$ cat src/rtl/downsample_max.sv
// downsample_max: peak-hold decimator for the ADC front end.
// Tracks the signed maximum of every DS_FACTOR accepted samples (ena=1) and
// emits it with a one-cycle write strobe, suppressed while the downstream
// FIFO reports outbusy at window close.
// Optional build macro ABS_PEAK_EN: select by magnitude instead of signed
// value; the original signed sample is stored and output.
module downsample_max #(
  parameter int DATA_W    = 12,
  parameter int DS_FACTOR = 10,
  parameter int CNT_W     = 4
) (
  input  logic                     clk,
  input  logic                     rst,
  input  logic                     ena,
  input  logic signed [DATA_W-1:0] dataIn,
  input  logic                     outbusy,
  output logic signed [DATA_W-1:0] dsoutdata,
  output logic                     out_en
);

  localparam logic [CNT_W-1:0] LAST_CNT = CNT_W'(DS_FACTOR - 1);

`ifdef ABS_PEAK_EN
  // Magnitude tracking: the first sample of a window is always loaded, so the
  // idle value of the running peak only needs to be a zero magnitude.
  localparam logic signed [DATA_W-1:0] PEAK_INIT = '0;

  // |x| in DATA_W+1 bits so the most negative code has the largest magnitude.
  function automatic logic [DATA_W:0] mag(input logic signed [DATA_W-1:0] x);
    logic signed [DATA_W:0] ext;
    ext = {x[DATA_W-1], x};
    return ext[DATA_W] ? $unsigned(-ext) : $unsigned(ext);
  endfunction
`else
  localparam logic signed [DATA_W-1:0] PEAK_INIT = {1'b1, {(DATA_W-1){1'b0}}};
`endif

  logic [CNT_W-1:0]         cnt_q, cnt_d;
  logic signed [DATA_W-1:0] peak_q, peak_d;
  logic signed [DATA_W-1:0] dsoutdata_q, dsoutdata_d;
  logic                     out_en_q, out_en_d;
  logic signed [DATA_W-1:0] pick;

  // Winner between the running peak and the incoming sample; ties keep the peak.
  always_comb begin
`ifdef ABS_PEAK_EN
    pick = (cnt_q == '0 || mag(dataIn) > mag(peak_q)) ? dataIn : peak_q;
`else
    pick = (dataIn > peak_q) ? dataIn : peak_q;
`endif
  end

  // Window accounting: accumulate on accepted samples, publish on the last one.
  always_comb begin
    cnt_d       = cnt_q;
    peak_d      = peak_q;
    dsoutdata_d = dsoutdata_q;
    out_en_d    = 1'b0;
    if (ena) begin
      if (cnt_q == LAST_CNT) begin
        dsoutdata_d = pick;
        cnt_d       = '0;
        peak_d      = PEAK_INIT;
        out_en_d    = ~outbusy;
      end else begin
        cnt_d  = cnt_q + CNT_W'(1);
        peak_d = pick;
      end
    end
  end

  // State registers with asynchronous active-high reset.
  always_ff @(posedge clk or posedge rst) begin
    if (rst) begin
      cnt_q       <= '0;
      peak_q      <= PEAK_INIT;
      dsoutdata_q <= '0;
      out_en_q    <= 1'b0;
    end else begin
      cnt_q       <= cnt_d;
      peak_q      <= peak_d;
      dsoutdata_q <= dsoutdata_d;
      out_en_q    <= out_en_d;
    end
  end

  assign dsoutdata = dsoutdata_q;
  assign out_en    = out_en_q;

endmodule

$ cat config.mk
export PLATFORM = sky130hd
export DESIGN_NAME = downsample_max
export DESIGN_NICKNAME = d
export VERILOG_FILES = /design/src/rtl/downsample_max.sv
export SDC_FILE = /design/constraint.sdc
export NUM_CORES = 1
export LEC_CHECK = 0
export ABC_AREA = 0
export CAP_MARGIN = 20
export CORE_MARGIN = 8
export CORE_UTILIZATION = 48
export CTS_BUF_LIST = sky130_fd_sc_hd__clkbuf_4
export CTS_CLUSTER_DIAMETER = 100
export DETAILED_ROUTE_END_ITERATION = 16
export PLACE_DENSITY = 0.77
export SKIP_CTS_REPAIR_TIMING = 1
export SYNTH_ARGS = -nofsm -noshare
export SYNTH_HDL_FRONTEND = slang
export SYNTH_SLANG_ARGS = --single-unit
$ cat constraint.sdc
create_clock -name clk -period 2.2 [get_ports clk]
set_input_delay 0.33 -clock clk [delete_from_list [all_inputs] [get_ports clk]]
set_output_delay 0.33 -clock clk [all_outputs]
set_load 0.1 [all_outputs]
After elaboration in Yosys (flattened, before gate mapping)
Index checks and enable logic that the tools add are counted.
W data, S select, Z words.
- register bits: 29
- input port bits: 16
- output and inout bits: 13
- $add $sub $neg: 1
- magnitude comparators: 1
- eq/ne operators: 1
- muxes and demuxes: 5
- bitwise logic cells: 1
- reductions and logical operators: 1
- operators with widths (cell ; count):
    $mux W12 ; 2
    $gt A12 B12 Y1 ; 1
    $add A4 B1 Y4 const B ; 1
    $eq A4 B4 Y1 const B ; 1
    $mux W4 ; 1
    $mux W1 ; 2
    $reduce_and A2 Y1 ; 1
    $not A1 Y1 ; 1

Longest topological paths before layout
- word-level depth: 3
- depth in mapped cells: 10
- depth with buffers taken out: 8

Worst setup path after synthesis
No wires, ideal clock.
- path kind: reg2reg
- start point: register peak_q[5]
- end point: register peak_q[0]
- setup time: 121 ps
- arrival time: 2263 ps
- required time: 2079 ps
- path slack: -184 ps
- stages on the path, launching flop included: 11
- path through: dfrtp_1 > inv_1 > ha_1 > a21o_1 > a221o_1 > a221o_1 > o21ba_1 > buf_6 > and3b_4 > buf_6 > a22o_1
- longest elaborated chain between the ends: 3
- ends and longest elaborated chain (item ; RTL line ; RTL):
    start, declared ; 39 ; logic signed [DATA_W-1:0] peak_q, peak_d;
    start signal, assigned ; 81 ; peak_q <= peak_d;
    $gt A12 B12 Y1 ; 49 ; pick = (dataIn > peak_q) ? dataIn : peak_q;
    $mux W12 ; 49 ;
    $mux W12 ; 60 ; if (cnt_q == LAST_CNT) begin
Every way passes these cells.
A chain may end at the register's enable or synchronous reset.

Worst setup path after layout
- start point: input port dataIn[4]
- end point: register peak_q[0]
- longest elaborated chain between the ends: 3
- ends and longest elaborated chain (item ; RTL line ; RTL):
    start, declared ; 15 ; input logic signed [DATA_W-1:0] dataIn,
    $gt A12 B12 Y1 ; 49 ;
    $mux W12 ; 49 ;
    $mux W12 ; 60 ;
Every way passes these cells.

==> metrics.csv <==
stage,metric,value,unit
outcome,status,"complete, but fails checks",
outcome,violations_in_the_final_reports,negative setup slack,
final_layout,final_net_count,226,
synth,area_fraction_in_compound_gates_after_synthesis,16.5,%
global_routing,grt_pass1_vias,1323,
drt,total_via_count_in_the_routed_design,1277,
sta,report.final.setup_viol,24,
synth,syn_area,0.00154,sq mm
final_layout,layout.core_utilization,68.5,%
synth,ys.flop_type,sky130_fd_sc_hd__dfrtp_1,
global_routing,grt_pass1_wl,5740,um
placement,place.gp.congestion,0.806,
synth,synth_top_area_cell,sky130_fd_sc_hd__dfrtp_1,
worst_setup_path,crit_path_to,peak_q[0]$_DFFE_PP0P_,
sta,timing.final.max_slew_violations,0,
synth,synth_sequential_area_ratio,47.4,%
clocking,insertion_delay,0.33,ns
drt,viasPerCell,5.26,
synth,synth_adder_area_share,9.78,%
sta,setup_total_negative_slack,-1.99,ns
worst_setup_path,reg2reg_setup_slack,-0.15,ns
sta,whs,0.334,ns
synth,synth_top_family_by_area,compound AO/OA/AOI/OAI gates,
final_layout,fill_cells,239,
synth,yosysMostFrequentCell,sky130_fd_sc_hd__dfrtp_1,
synth,ys_ff_latch,29,
floorplanning,dieWidth,72.6,um
clocking,h_tree_depth,2,
synth,synth.area.top_cells,"sky130_fd_sc_hd__dfrtp_1, sky130_fd_sc_hd__ha_1, sky130_fd_sc_hd__mux2i_1, sky130_fd_sc_hd__a22o_1, sky130_fd_sc_hd__a21oi_1",
clocking,cts_buffers,5,
drt,detail_route.wirelength,3670,um
floorplanning,coreArea,0.00305,sq mm
synth,synth_enable_flop_cells,0,
clocking,clk_root_buffer_cell,sky130_fd_sc_hd__clkbuf_4,
drt,postRouteAntennaNets,0,
worst_setup_path,critPathLaunch,dataIn[4],
clocking,clock-sinks,29,
sta,relSlewSlack,64.3,%
global_routing,grt-ovfl-total,0,
clocking,maximum_buffer_depth_of_the_clock_tree,2,
placement,numPortBuffers,28,
clocking,cts_tree,done,
placement,dp_slack,-0.549,ns
run,maxCapViolCount,0,
final_layout,diodes,0,
synth,synth_top_cells_by_count,"sky130_fd_sc_hd__dfrtp_1, sky130_fd_sc_hd__inv_1, sky130_fd_sc_hd__a21oi_1, sky130_fd_sc_hd__mux2i_1, sky130_fd_sc_hd__nor2_1",
worst_setup_path,critical_path_arrival,2.58,ns
drt,drt_first_pass_iters,4,
global_routing,antenna_found_initial,0,
synth,synth_simple_gate_area_share,10.0,%
global_routing,grt_start_max_net_pins,26,
worst_setup_path,startpoint_type,input pin,
final_layout,layout-area-overhead-vs-synth,36.3,%
clocking,clk_pin_slew,0.09,ns
worst_hold_path,holdCritPathClass,input pin to asynchronous set/reset pin,
sta,final_hold_viol_count,0,
sta,post-route-min-period,2.36,ns
sta,finalCritPeriodShare,107,%
synth,synth.top_cell.area_share,45.6,%
placement,detailedPlacementHpwl,2630,um
drt,drt_first_iter_violations,52,
synth,post_synth_num_cell_types,31,
floorplanning,fp.dieArea,0.00526,sq mm
synth,ys_warn_count,0,
floorplanning,ios,29,
sta,worst_slew_pin_slew,0.534,ns
synth,synthesis.nets,172,
synth,muxShareOfSynthArea,8.48,%
synth,yosys.area_share.xor_xnor,1.14,%
floorplanning,dieHeight,72.6,um
worst_setup_path,worst_r2r_startpoint,peak_q[5]$_DFFE_PP0P_,
synth,syn_inst,144,
worst_setup_path,cp-end-kind,register,
worst_setup_path,worst-path-max-fanout,6,
floorplanning,row_count,20,
drt,wl_per_cell,15.1,um
floorplanning,start_util,50.3,%
global_routing,grt_use_total,14.0,%
worst_setup_path,timing.rr.end,peak_q[0]$_DFFE_PP0P_,
sta,unrepaired_setup_endpoints_after_global_routing,yes,
sta,setup_ws,-0.161,ns
sta,finalClockSkew,0.0101,ns
synth,synth-async-reset-ratio,100,%
drt,drcViolationCount,0,
worst_setup_path,critPathKind,input pin to register,
final_layout,drive_gt1_share,27.6,%
sta,max_freq,423,MHz
synth,mean_instance_size_in_the_synthesized_netlist,10.7,sq um
worst_setup_path,reg2reg_depth,8,
worst_setup_path,worstPathRequired,2.42,ns
## routing by layer
layer / wire (um) / GRT usage [%] / up-vias / share of wire [%]
met4: 98 / 6.67 / 0 / 2.7
li1: - / - / 621 / -
met2: 1820 / 23.3 / 28 / 49
met1: 1550 / 15.1 / 616 / 42
met5: 0 / 0 / - / 0
met3: 207 / 5.37 / 12 / 5.6
## critical path, stage by stage
cell and delay (ns):
sky130_fd_sc_hd__clkdlybuf4s50_1 0.45, sky130_fd_sc_hd__ha_1 0.21, sky130_fd_sc_hd__a21o_1 0.17, sky130_fd_sc_hd__a221o_1 0.32
sky130_fd_sc_hd__a221o_1 0.36, sky130_fd_sc_hd__o21ba_4 0.22, sky130_fd_sc_hd__and3b_2 0.26, sky130_fd_sc_hd__a22o_1 0.25
## cell usage in the layout, fill, tap and decap left out, types with 2 or more instances in the layout
cell / instances
sky130_fd_sc_hd__ha_4: 2
sky130_fd_sc_hd__ha_1: 10
sky130_fd_sc_hd__buf_4: 36
sky130_fd_sc_hd__nor2b_1: 4
sky130_fd_sc_hd__clkbuf_4: 5
sky130_fd_sc_hd__inv_1: 13
sky130_fd_sc_hd__clkinv_1: 2
sky130_fd_sc_hd__dfrtp_1: 28
sky130_fd_sc_hd__nand4_1: 2
sky130_fd_sc_hd__buf_6: 2
sky130_fd_sc_hd__a221o_1: 2
sky130_fd_sc_hd__dlymetal6s2s_1: 3
sky130_fd_sc_hd__a21o_1: 3
sky130_fd_sc_hd__inv_2: 2
sky130_fd_sc_hd__mux2i_1: 12
sky130_fd_sc_hd__nand2_1: 4
sky130_fd_sc_hd__clkdlybuf4s50_1: 12
sky130_fd_sc_hd__a21oi_1: 14
sky130_fd_sc_hd__a22o_1: 11
sky130_fd_sc_hd__nor2_1: 13
## final cells by class
cell class	instances	area, sq um	area share (%)
Multi-Input combinational cell	94	753	36.0
Sequential cell	29	727	34.7
Timing Repair Buffer	53	450	21.5
Inverter	15	56.3	2.69
Tap cell	44	55.1	2.63
Clock buffer	5	37.5	1.79
Clock inverter	3	12.5	0.598
## how the worst min path moves through the flow
stage,start,end,slack [ns],cells after the start
floorplan,outbusy,out_en$_DFF_PP0_,0.40,1
global placement,peak_q[11]$_DFFE_PP1P_,peak_q[11]$_DFFE_PP1P_,0.50,2
detailed placement,peak_q[11]$_DFFE_PP1P_,peak_q[11]$_DFFE_PP1P_,0.49,2
CTS,rst,dsoutdata[10]$_DFFE_PP0P_,0.35,2
global route,rst,dsoutdata[10]$_DFFE_PP0P_,0.37,2
finish,rst,out_en$_DFF_PP0_,0.33,2
## cell families after synthesis
group	Yosys count
xor+xnor	2
fa+ha+maj	12
flops	29
compound gates	36
simple gates	30
buf+inv	22
mux	13
## per-stage QoR
| step | instances | cell area [sq um] |
|---|---|---|
| 2_1_floorplan | 144 | 1540 |
| 3_3_place_gp | 233 | 1970 |
| 3_5_place_dp | 233 | 1970 |
| 4_1_cts | 241 | 2020 |
| 5_1_grt | 243 | 2090 |
| 6_report | 243 | 2090 |
## registers in the layout (all words and copies together) (netlist names)
signal / count
cnt_q: 4
dsoutdata: 12
out_en: 1
peak_q: 12
Power is left out: the tool's default activity adds up to more than one toggle a clock period on the data nets, which glitch-free logic cannot reach.
